[config.mk]
export PLATFORM = sky130hd
export DESIGN_NAME = alu32_cmd_seq
export DESIGN_NICKNAME = d
export VERILOG_FILES = /design/src/rtl/alu32_pkg.sv /design/src/rtl/alu_cmd_fifo.sv /design/src/rtl/alu32_cmd_seq.sv
export SDC_FILE = /design/constraint.sdc
export NUM_CORES = 1
export LEC_CHECK = 0
export ABC_AREA = 0
export ABC_CLOCK_PERIOD_IN_PS = 4800
export CORE_AREA = 3 3 133 232
export DETAILED_ROUTE_END_ITERATION = 16
export DIE_AREA = 0 0 136 235
export PLACE_DENSITY = 0.85
export SYNTH_ARGS = -nofsm -noshare
export SYNTH_HDL_FRONTEND = slang
export SYNTH_SLANG_ARGS = --single-unit
[constraint.sdc]
create_clock -name clk -period 4.8 [get_ports clk]
set_clock_uncertainty 0.15 [all_clocks]
set_input_delay 0.48 -clock clk [delete_from_list [all_inputs] [get_ports clk]]
set_output_delay 0.48 -clock clk [all_outputs]
set_load 0.03 [all_outputs]
[src/rtl/alu32_pkg.sv]
// Shared opcodes, flag indices and sequencer state
// encoding for the alu32 command sequencer.
package alu32_pkg;

  localparam logic [3:0] OP_ADD  = 4'd0;
  localparam logic [3:0] OP_SUB  = 4'd1;
  localparam logic [3:0] OP_MUL  = 4'd2;
  localparam logic [3:0] OP_DIV  = 4'd3;
  localparam logic [3:0] OP_ASR  = 4'd4;
  localparam logic [3:0] OP_LSL  = 4'd5;
  localparam logic [3:0] OP_LSR  = 4'd6;
  localparam logic [3:0] OP_AND  = 4'd7;
  localparam logic [3:0] OP_OR   = 4'd8;
  localparam logic [3:0] OP_XOR  = 4'd9;
  localparam logic [3:0] OP_NOT  = 4'd10;
  localparam logic [3:0] OP_COMP = 4'd11;
  localparam logic [3:0] OP_MAX  = 4'd11;

  localparam int FLAG_N = 3;
  localparam int FLAG_Z = 2;
  localparam int FLAG_V = 1;
  localparam int FLAG_C = 0;

  typedef enum logic [1:0] {
    S_IDLE = 2'd0,
    S_WAIT = 2'd1,
    S_RESP = 2'd2
  } seq_state_t;

  function automatic logic op_illegal(
    input logic [3:0]  op,
    input logic [31:0] b
  );
    return (op > OP_MAX) ||
           ((op == OP_DIV) && (b == '0));
  endfunction

  function automatic logic op_muldiv(
    input logic [3:0] op
  );
    return (op == OP_MUL) || (op == OP_DIV);
  endfunction

endpackage

[src/rtl/alu_cmd_fifo.sv]
// Synchronous command FIFO with first-word
// fall-through head and occupancy output.
module alu_cmd_fifo #(
  parameter int DEPTH = 4,
  parameter int W     = 8
) (
  input  logic                   clk,
  input  logic                   rst,
  input  logic                   push,
  input  logic                   pop,
  input  logic [W-1:0]           din,
  output logic [W-1:0]           dout,
  output logic                   full,
  output logic                   empty,
  output logic [$clog2(DEPTH):0] level
);

  localparam int AW = $clog2(DEPTH);

  logic [W-1:0]  mem [DEPTH];
  logic [AW-1:0] wr_ptr;
  logic [AW-1:0] rd_ptr;
  logic          push_ok;
  logic          pop_ok;

  assign full    = (level == (AW+1)'(DEPTH));
  assign empty   = (level == '0);
  assign push_ok = push && !full;
  assign pop_ok  = pop && !empty;
  assign dout    = mem[rd_ptr];

  // Storage array, written at the tail.
  always_ff @(posedge clk) begin
    if (push_ok) mem[wr_ptr] <= din;
  end

  // Pointers wrap naturally; level tracks push/pop.
  always_ff @(posedge clk or negedge rst) begin
    if (!rst) begin
      wr_ptr <= '0;
      rd_ptr <= '0;
      level  <= '0;
    end else begin
      if (push_ok) wr_ptr <= wr_ptr + 1'b1;
      if (pop_ok)  rd_ptr <= rd_ptr + 1'b1;
      case ({push_ok, pop_ok})
        2'b10:   level <= level + 1'b1;
        2'b01:   level <= level - 1'b1;
        default: level <= level;
      endcase
    end
  end

endmodule

[src/rtl/alu32_cmd_seq.sv]
// Issues queued ALU commands one at a time to alu32
// and returns tagged responses in command order.
module alu32_cmd_seq
  import alu32_pkg::*;
#(
  parameter int DEPTH      = 4,
  parameter int TAG_W      = 4,
  parameter int ALU_LAT    = 1,
  parameter int MULDIV_LAT = 2
) (
  input  logic                   clk,
  input  logic                   rst,
  input  logic                   cmd_valid,
  output logic                   cmd_ready,
  input  logic [3:0]             cmd_op,
  input  logic [31:0]            cmd_a,
  input  logic [31:0]            cmd_b,
  input  logic [TAG_W-1:0]       cmd_tag,
  output logic [31:0]            alu_a,
  output logic [31:0]            alu_b,
  output logic [3:0]             alu_op,
  input  logic [31:0]            alu_result,
  input  logic [31:0]            alu_mul_hi,
  input  logic                   alu_n,
  input  logic                   alu_z,
  input  logic                   alu_v,
  input  logic                   alu_c,
  output logic                   rsp_valid,
  input  logic                   rsp_ready,
  output logic [31:0]            rsp_result,
  output logic [31:0]            rsp_hi,
  output logic [3:0]             rsp_flags,
  output logic [TAG_W-1:0]       rsp_tag,
  output logic                   rsp_err,
  output logic                   busy,
  output logic [$clog2(DEPTH):0] fifo_level
);

  localparam int FW = TAG_W + 68;
  localparam int MAX_LAT =
    (ALU_LAT > MULDIV_LAT) ? ALU_LAT : MULDIV_LAT;
  localparam int CW = $clog2(MAX_LAT) + 1;
  localparam logic [CW-1:0] CNT_ALU =
    CW'(ALU_LAT - 1);
  localparam logic [CW-1:0] CNT_MD =
    CW'(MULDIV_LAT - 1);

  seq_state_t       state;
  seq_state_t       state_nxt;
  logic [FW-1:0]    head;
  logic [TAG_W-1:0] head_tag;
  logic [3:0]       head_op;
  logic [31:0]      head_a;
  logic [31:0]      head_b;
  logic             head_bad;
  logic             fifo_full;
  logic             fifo_empty;
  logic             push;
  logic             pop;
  logic             do_issue;
  logic             do_err;
  logic             do_cap;
  logic             do_dec;
  logic [CW-1:0]    cnt;
  logic [3:0]       cap_flags;

  assign cmd_ready = !fifo_full;
  assign push      = cmd_valid && cmd_ready;
  assign {head_tag, head_op, head_a, head_b} = head;
  assign head_bad  = op_illegal(head_op, head_b);
  assign rsp_valid = (state == S_RESP);
  assign busy      = (state != S_IDLE) || !fifo_empty;

  alu_cmd_fifo #(
    .DEPTH (DEPTH),
    .W     (FW)
  ) u_fifo (
    .clk   (clk),
    .rst   (rst),
    .push  (push),
    .pop   (pop),
    .din   ({cmd_tag, cmd_op, cmd_a, cmd_b}),
    .dout  (head),
    .full  (fifo_full),
    .empty (fifo_empty),
    .level (fifo_level)
  );

  // Pack alu32 flags into the response ordering.
  always_comb begin
    cap_flags         = '0;
    cap_flags[FLAG_N] = alu_n;
    cap_flags[FLAG_Z] = alu_z;
    cap_flags[FLAG_V] = alu_v;
    cap_flags[FLAG_C] = alu_c;
  end

  // State register.
  always_ff @(posedge clk or negedge rst) begin
    if (!rst) state <= S_IDLE;
    else      state <= state_nxt;
  end

  // Next state and per-edge datapath controls.
  always_comb begin
    state_nxt = state;
    pop       = 1'b0;
    do_issue  = 1'b0;
    do_err    = 1'b0;
    do_cap    = 1'b0;
    do_dec    = 1'b0;
    unique case (state)
      S_IDLE: begin
        if (!fifo_empty) begin
          pop = 1'b1;
          if (head_bad) begin
            do_err    = 1'b1;
            state_nxt = S_RESP;
          end else begin
            do_issue  = 1'b1;
            state_nxt = S_WAIT;
          end
        end
      end
      S_WAIT: begin
        if (cnt == '0) begin
          do_cap    = 1'b1;
          state_nxt = S_RESP;
        end else begin
          do_dec = 1'b1;
        end
      end
      S_RESP: begin
        if (rsp_ready) state_nxt = S_IDLE;
      end
      default: state_nxt = S_IDLE;
    endcase
  end

  // Operand, wait counter and response registers.
  always_ff @(posedge clk or negedge rst) begin
    if (!rst) begin
      alu_a      <= '0;
      alu_b      <= '0;
      alu_op     <= OP_ADD;
      cnt        <= '0;
      rsp_result <= '0;
      rsp_hi     <= '0;
      rsp_flags  <= '0;
      rsp_tag    <= '0;
      rsp_err    <= 1'b0;
    end else begin
      unique case (1'b1)
        do_err: begin
          rsp_result <= '0;
          rsp_hi     <= '0;
          rsp_flags  <= '0;
          rsp_tag    <= head_tag;
          rsp_err    <= 1'b1;
        end
        do_issue: begin
          alu_a   <= head_a;
          alu_b   <= head_b;
          alu_op  <= head_op;
          rsp_tag <= head_tag;
          cnt     <= op_muldiv(head_op) ?
                     CNT_MD : CNT_ALU;
        end
        do_cap: begin
          rsp_result <= alu_result;
          rsp_flags  <= cap_flags;
          rsp_hi     <= (alu_op == OP_MUL) ?
                        alu_mul_hi : '0;
          rsp_err    <= 1'b0;
        end
        do_dec: cnt <= cnt - 1'b1;
        default: ;
      endcase
    end
  end

endmodule

==> out/metrics.cfg, run 1 <==
[status]
outcome=finished clean

[synthesis]
syn_nets=1075
ys.flop_type=edfxtp_1
synth_edf_count=288
async_flop_share_pct=34.5
synth-seq-cells=440
yosysTopAreaCell=edfxtp_1
postSynthAreaPerCell_um2=17.9
syn_inst=924
synth.most_common_cell=edfxtp_1
synth.top_cell.area_share_pct=52.3
yosysUniqueCellTypes=41
syn_area_um2=16500
yosysWarnings=0
seq_area_frac_synth_pct=75.4
synth_commonest_cells=edfxtp_1, nand2_1, dfrtp_1
yosys-top-cells-area=edfxtp_1, dfrtp_1, mux4_2

[power_and_ir_drop]
power_mw=14.5
leakage_nw=7.62
peakVddDrop_mv=0.537
power_density_nw_per_um2=683

[grt]
antenna_found_initial=1
gr-usage-all-layers_pct=23.7
grt_pass1_vias=9992
gr-total-overflow=0
grt_pass1_wl_mm=57.2
grt_max_degree=95

[timing]
timing.fmax_ghz=0.249
slew_headroom_pct=14.2
tns_ns=0
hold_viol_final=0
worst_slew_pin_slew_ns=1.29
slew_viol_final=0
grt_setup_unrepaired=false
finalSetupViolations=0
post-route-min-period_ns=4.02
setup_ws_ns=0.778
finalCritPeriodShare_pct=83.8

[floorplan]
die_w_um=136
fp.coreArea_um2=29300
rows=83
die_h_um=235
start_util_pct=56.4
die_area_um2=32000
ios=291

[flow_run]
drv_cap=0

[layout]
drive_gt1_share_pct=17.9
layout.area.seq_um2=12500
fillers=1855
num_antenna_cells=0
area_growth_pct=28.1
multi_input_area_um2=3860
fin_nets=1379

[route]
firstDrtPassIters=5
drtIter0Drc=621
avgRoutedWirePerCell_um=22.8
drcViolationCount=0
antenna_left=0
via_per_inst=5.70
vias=9340
routed_wl_mm=37.4

[clock_network]
cts_setup_buffers=0
cts_inserted_buffers=38
cts.sinks=440
ctsHoldBuffers=1
clk_latency_ns=0.53
clk_pin_slew_worst_paths_ns=0.06
ctsHtreeMaxLevel=2
clk_path_buf_depth=3
cts_root_buf=clkbuf_16
cts_tree=yes
cts.repair.resized=0

[place]
gp_congestion=0.804
pre_cts_slack_ns=0.756
hpwl_mm=24.3
port_buffers=290

[critical_path]
path_common_cell=nand2_1
critPathMaxFanout=39
crit_required_ns=5.05
worstSetupPathType=flop to flop
cpPeakStageDelay_ns=0.88
crit_chain=buf_12 > mux4_2 > nand2_1 > nand2_1 > nor2_4 > buf_4 > mux2_2
worst_setup_path_start_kind=flop
r2r_slack_ns=0.78
endpoint_kind=flop
cp_slowest_cell=nor2_4
critical_path_arrival_ns=4.28

[worst_hold_path]
hold_class=flop to flop

## final timing paths
kind / start / end / cells after the start
setup / recovery: u_fifo.rd_ptr[0]$_DFFE_PN0P_ / alu_b[21]$_DFFE_PN0P_ / 7
hold / removal: rsp_err$_DFFE_PN0P_ / rsp_err$_DFFE_PN0P_ / 1
setup reg to reg: u_fifo.rd_ptr[0]$_DFFE_PN0P_ / alu_b[21]$_DFFE_PN0P_ / 7
hold reg to reg: rsp_err$_DFFE_PN0P_ / rsp_err$_DFFE_PN0P_ / 1
max in group asynchronous: rst / alu_a[17]$_DFFE_PN0P_ / 3
min in group asynchronous: rst / rsp_hi[3]$_DFFE_PN0P_ / 2
## area by class of cell
| cell class | count | share of cell area (%) |
|---|---|---|
| multi-input cells | 429 | 18.3 |
| repair buffers | 309 | 14.5 |
| flip-flops and latches | 440 | 58.9 |
| clock buffers | 51 | 5.12 |
| inverters | 10 | 0.177 |
| clock inverters | 19 | 0.763 |
| well taps | 382 | 2.26 |
## metal layers
metal	global-route usage (%)	wire length (µm)	vias up	part of all wire, %
met4	8.87	1300	2	3.5
met2	42.4	20200	408	54
li1	-	-	4109	-
met5	0	11	-	0.029
met3	4.91	2710	88	7.3
met1	27.7	13200	4733	35
## logic make-up (layout without fill, tap and decap cells)
kind of cell	count (synthesis)	count (layout)	share of synthesized area, %
AOI/OAI and AO/OA	77	77	2.43
xor gates and xnor gates	6	6	0.318
adders and majority gates	7	7	0.576
buffers and inverters	55	389	1.48
DFF	440	440	75.4
muxes	141	141	14.7
and+or+nand+nor	198	198	5.10
## registers in the layout (all words and copies together), names as in the netlist
signal,flops
u_fifo.rd_ptr,2
u_fifo.level,3
rsp_hi,32
rsp_result,32
u_fifo.mem,288
state,2
rsp_tag,4
alu_op,4
rsp_err,1
alu_b,32
u_fifo.wr_ptr,2
alu_a,32
rsp_flags,4
cnt,2
## power by group
part	internal, mW	total, mW	leakage [nW]	switching, mW
Sequential	5.19	5.76	4.53	0.574
Combinational	2.52	5.65	2.46	3.13
Clock	1.75	3.05	0.618	1.30
Total	9.46	14.5	7.62	5.00
## worst max-delay path: cells and delay by family, from the launching register on
kind,cells,cell delay (ns)
buffers and inverters,2,0.90
DFF,1,0.62
muxes,2,0.98
and+or+nand+nor,3,1.20
## metrics by stage
stage          hold WS [ns]  cell area [µm²]  std cells  util [%]
2_1_floorplan        0.0344            16500        924         -
3_3_place_gp          0.323            19900       1569      68.0
3_5_place_dp          0.330            19900       1569      68.0
4_1_cts               0.336            21200       1640      72.3
5_1_grt               0.353            21200       1640      72.3
6_report              0.342            21200       1640      72.3
## layout by cell type, fill, tap and decap left out, drive strengths merged, types with 5 or more instances in the layout
master,instances
clkdlybuf4s50,289
edfxtp,288
nand2,156
dfrtp,152
mux4,72
o21ai,71
mux2,68
clkbuf,51
buf,19
clkinv,17
nor4,13
inv,9
ha,6
nor2,5
Note: power is estimated with default switching activity, not from simulation.
==> inputs of run 2 (changes only) <==
--- a/config.mk
+++ b/config.mk
@@ -6,11 +6,11 @@
 export NUM_CORES = 1
 export LEC_CHECK = 0
 export ABC_AREA = 0
-export ABC_CLOCK_PERIOD_IN_PS = 4800
-export CORE_AREA = 3 3 133 232
+export ABC_CLOCK_PERIOD_IN_PS = 3400
+export CORE_AREA = 3 3 146 255
 export DETAILED_ROUTE_END_ITERATION = 16
-export DIE_AREA = 0 0 136 235
-export PLACE_DENSITY = 0.85
+export DIE_AREA = 0 0 149 258
+export PLACE_DENSITY = 0.75
 export SYNTH_ARGS = -nofsm -noshare
 export SYNTH_HDL_FRONTEND = slang
 export SYNTH_SLANG_ARGS = --single-unit
==> constraint.sdc (replaced) <==
create_clock -name clk -period 3.4 [get_ports clk]
set_clock_uncertainty 0.15 [all_clocks]
set_input_delay 0.34 -clock clk [delete_from_list [all_inputs] [get_ports clk]]
set_output_delay 0.34 -clock clk [all_outputs]
set_load 0.03 [all_outputs]
==> run 2 against run 1 <==
Against the previous run: final cell count grew 6.1%; routed wire length grew 1.9%; power grew 44%; via count shrank 0.59%; worst hold slack lost 0.15 ns; final area grew 1.9%; non-clock buffer count grew 12; highest routed layer unchanged.
==> out/metrics.cfg, run 2 (synthesis results as in run 1) <==
[timing]
setup_ws_ns=0.239
timing.fmax_ghz=0.316
slew_headroom_pct=40.3
hold_viol_final=0
slew_viol_final=0
grt_setup_unrepaired=false
tns_ns=0
worst_slew_pin_slew_ns=0.896
post-route-min-period_ns=3.16
finalCritPeriodShare_pct=93.0
finalSetupViolations=0

[grt]
grt_max_degree=86
gr-usage-all-layers_pct=20.0
grt_pass1_wl_mm=58.7
grt_pass1_vias=9995
antenna_found_initial=3
gr-total-overflow=0

[route]
routed_wl_mm=38.1
firstDrtPassIters=5
avgRoutedWirePerCell_um=21.9
drcViolationCount=0
antenna_left=0
drtIter0Drc=565
via_per_inst=5.34
vias=9285

[place]
port_buffers=290
gp_congestion=0.757
pre_cts_slack_ns=0.283
dpl.cell_count=1664
hpwl_mm=25.6

[critical_path]
r2r_start=u_fifo.rd_ptr[0]$_DFFE_PN0P_
r2r_end=rsp_result[16]$_DFFE_PN0P_
r2r_slack_ns=0.24
endpoint_kind=flop
crit_required_ns=3.65
critical_path_arrival_ns=3.41
worstSetupPathType=flop to flop
critPathMaxFanout=70
reg2reg_depth=9
worst_setup_path_start_kind=flop

[layout]
layout_commonest_cell=clkdlybuf4s50_1
largest_register_ffs=288
layout.area.seq_um2=12500
multi_input_area_um2=3860
fillers=2578
post-route-util_pct=61.1
drive_gt1_share_pct=19.2
final_cell_count_no_fill=1740
regMostFlops=u_fifo.mem
mostFrequentLayoutCells=clkdlybuf4s50_1, edfxtp_1, nand2_1
fin_nets=1393
area_growth_pct=30.5

[worst_hold_path]
whs_path_depth=3
holdCritStartpoint=alu_mul_hi[23]
hold_path_end=rsp_hi[23]$_DFFE_PN0P_
hold_class=primary input to flop

[clock_network]
clk_path_buf_depth=3
clk_pin_slew_worst_paths_ns=0.07
clk_latency_ns=0.55
ctsHtreeMaxLevel=2
cts.repair.resized=0
cts.sinks=440
cts_tree=yes
cts_inserted_buffers=40
cts_root_buf=clkbuf_16

[floorplan]
fp.coreArea_um2=35300
die_h_um=258
die_w_um=149
rows=91
die_area_um2=38400
start_util_pct=46.8
ios=291

[flow_run]
drv_cap=0

[power_and_ir_drop]
power_density_nw_per_um2=969
leakage_nw=7.75
peakVddDrop_mv=0.704

[status]
outcome=finished clean

==> run 2: layer usage <==
metal  global-route usage, %  wire length (µm)
met5                       0                34
met4                    6.85              1110
met3                    4.13              2530
met2                    36.4             21000
met1                    23.2             13500
==> run 2: critical path, stage by stage, from the launching register on <==
cell     delay, ns
dfrtp_4       0.45
buf_12        0.19
mux4_2        0.54
nor4b_1       0.39
buf_4         0.19
nand4_1       0.06
or3_1         0.37
a21oi_4       0.19
buf_12        0.25
o21ai_0       0.16
==> run 2: power breakdown <==
part / switching, mW / leakage [nW] / internal [mW]
clock: 1.91 / 0.661 / 2.64
sequential: 0.673 / 4.53 / 7.31
combinational: 4.61 / 2.56 / 3.74
==> run 2: layout make-up <==
cell class	count	area share (%)
inverter	10	0.174
timing repair buffer	321	15.2
clock buffer	60	5.46
multi-input combinational	429	17.9
sequential	440	57.8
tap	465	2.70
antenna	1	0.0116
clock inverter	14	0.737
==> run 2: worst max-delay path by stage <==
| stage | to | depth (start not counted) | startpoint | slack, ns |
|---|---|---|---|---|
| final | rsp_result[16]$_DFFE_PN0P_ | 9 | u_fifo.rd_ptr[0]$_DFFE_PN0P_ | 0.24 |
| after global routing | alu_a[6]$_DFFE_PN0P_ | 10 | u_fifo.rd_ptr[1]$_DFFE_PN0P_ | 0.11 |
| after CTS | rsp_result[30]$_DFFE_PN0P_ | 9 | u_fifo.rd_ptr[0]$_DFFE_PN0P_ | 0.24 |
| after detailed placement | rsp_result[30]$_DFFE_PN0P_ | 9 | u_fifo.rd_ptr[0]$_DFFE_PN0P_ | 0.28 |
| after global placement | alu_b[4]$_DFFE_PN0P_ | 10 | u_fifo.rd_ptr[1]$_DFFE_PN0P_ | 0.27 |
| after floorplan | rsp_flags[0]$_DFFE_PN0P_ | 9 | u_fifo.rd_ptr[1]$_DFFE_PN0P_ | 0.45 |
==> run 2: metrics by stage <==
stage	hold slack, ns	power, mW	instance area [µm²]
global route	0.187	22.0	21600
detailed placement	0.334	16.6	20200
global placement	0.315	16.4	20200
CTS	0.160	21.2	21600
floorplan	-0.106	13.1	16500
finish	0.188	20.9	21600
==> run 2: repair_timing <==
action,CTS,global route
endpoints found under the hold margin,83,0
hold buffers,1,0
setup buffers,0,0
==> inputs of run 3 (changes only) <==
==> constraint.sdc (replaced) <==
create_clock -name clk -period 3.4 [get_ports clk]
set_clock_uncertainty 0.15 [all_clocks]
set_input_delay 0.68 -clock clk [delete_from_list [all_inputs] [get_ports clk]]
set_output_delay 0.68 -clock clk [all_outputs]
set_load 0.03 [all_outputs]
==> run 3 against run 2 <==
Against the previous run: clock power down 3%; worst setup slack worse by 0.074 ns; final cell count down 0.17%; largest power group unchanged.
==> out/metrics.cfg, run 3 (synthesis results as in run 1) <==
[status]
outcome=finished clean

[place]
pre_cts_slack_ns=0.0972
place_area_um2=20200
hpwl_mm=24.6
port_buffers=290
gp_congestion=0.797

[route]
drcViolationCount=0
vias=9234
avgRoutedWirePerCell_um=21.7
via_per_inst=5.32
drtIter0Drc=463
antenna_left=0
firstDrtPassIters=4
routed_wl_mm=37.7

[timing]
finalCritPeriodShare_pct=95.1
holdWs_ns=0.0217
finalSetupViolations=0
grt_setup_unrepaired=false
worst_slew_pin_slew_ns=0.767
setup_ws_ns=0.165
slew_headroom_pct=48.9
hold_viol_final=0
timing.fmax_ghz=0.309
tns_ns=0
slew_viol_final=0
post-route-min-period_ns=3.24

[floorplan]
die_area_um2=38400
die_h_um=258
rows=91
fp.coreArea_um2=35300
ios=291
start_util_pct=46.8
die_w_um=149

[layout]
mostFrequentLayoutCells=clkdlybuf4s50_1, edfxtp_1, nand2_1
fin_nets=1392
largest_register_ffs=288
multi_input_area_um2=3860
drive_gt1_share_pct=19.3
layout.area.seq_um2=12500
fillers=2586
final_area_um2=21500
layout_commonest_cell=clkdlybuf4s50_1
post-route-util_pct=61.0
regMostFlops=u_fifo.mem
area_growth_pct=30.4

[clock_network]
clk_path_buf_depth=3
cts.sinks=440
ctsHtreeMaxLevel=2
cts_tree=yes
cts_inserted_buffers=39
clk_latency_ns=0.53
cts_root_buf=clkbuf_16
clk_pin_slew_worst_paths_ns=0.06
cts.repair.resized=0

[critical_path]
worstSetupPathType=flop to flop
critical_path_arrival_ns=3.50
critPathMaxFanout=42
worst_setup_path_start_kind=flop
endpoint_kind=flop
crit_required_ns=3.66

[grt]
gr-usage-all-layers_pct=19.6
antenna_found_initial=4
grt_max_degree=74
grt_pass1_vias=10000
gr-total-overflow=0
grt_pass1_wl_mm=57.4

[power_and_ir_drop]
leakage_nw=7.75
power_density_nw_per_um2=964
peakVddDrop_mv=0.504

[flow_run]
drv_cap=0

[worst_hold_path]
hold_class=primary input to async pin

run 3: cell types whose count changed in the layout (fill, tap and decap cells not counted):
cell	before	now
buf_12	11	13
buf_4	19	18
bufinv_16	3	2
clkbuf_1	11	6
clkbuf_8	8	9
clkinv_1	2	3
clkinv_2	6	8
clkinvlp_4	0	1
diode_2	1	2
dlygate4sd3_1	1	0
inv_6	3	0
run 3: timing repair:
item                       4_1_cts  5_1_grt
buffers inserted                 0        3
setup endpoints to repair        0       79
hold buffers                     0        0
run 3: worst max-delay path, cell delays in order, from the launching register on:
cell	delay, ns
dfrtp_4	0.49
buf_12	0.19
buf_12	0.13
mux4_2	0.55
nor4_1	0.33
nand4_1	0.16
nor3_2	0.32
buf_4	0.19
nor2_4	0.05
buf_12	0.18
mux2_2	0.31
run 3: layout make-up:
class | count | share of cell area [%]
inverters | 10 | 0.174
clock buffers | 56 | 5.44
clock inverters | 14 | 0.575
well taps | 465 | 2.70
flip-flops and latches | 440 | 57.8
repair buffers | 321 | 15.3
diodes | 2 | 0.0232
multi-input cells | 429 | 17.9
run 3: per-layer routing:
| layer | track usage [%] | wire, µm |
|---|---|---|
| met5 | 0 | 27 |
| met4 | 8.12 | 1380 |
| met3 | 3.67 | 2440 |
| met2 | 36.4 | 20700 |
| met1 | 21.7 | 13200 |
run 3: where the power goes:
part	leakage (nW)	switching, mW	internal (mW)	total, mW
clock network	0.644	1.86	2.55	4.42
registers	4.53	0.673	7.31	7.98
logic	2.57	4.59	3.78	8.38
run 3: worst paths after layout:
kind / endpoint / depth (start not counted) / slack, ns / startpoint
setup reg to reg: alu_b[13]$_DFFE_PN0P_ / 10 / 0.16 / u_fifo.rd_ptr[0]$_DFFE_PN0P_
min in group clk: rsp_tag[0]$_DFFE_PN0P_ / 2 / 0.34 / rsp_tag[0]$_DFFE_PN0P_
hold reg to reg: rsp_tag[0]$_DFFE_PN0P_ / 2 / 0.34 / rsp_tag[0]$_DFFE_PN0P_
max in group asynchronous: rsp_result[15]$_DFFE_PN0P_ / 2 / 2.33 / rst
hold / removal: rsp_hi[6]$_DFFE_PN0P_ / 1 / 0.02 / rst
setup / recovery: alu_b[13]$_DFFE_PN0P_ / 10 / 0.16 / u_fifo.rd_ptr[0]$_DFFE_PN0P_
run 3: metrics by stage:
stage                     power, mW  std cells
after floorplan                13.1        924
after global placement         16.4       1662
after detailed placement       16.6       1662
after CTS                      21.1       1732
after global routing           21.8       1737
final                          20.8       1737
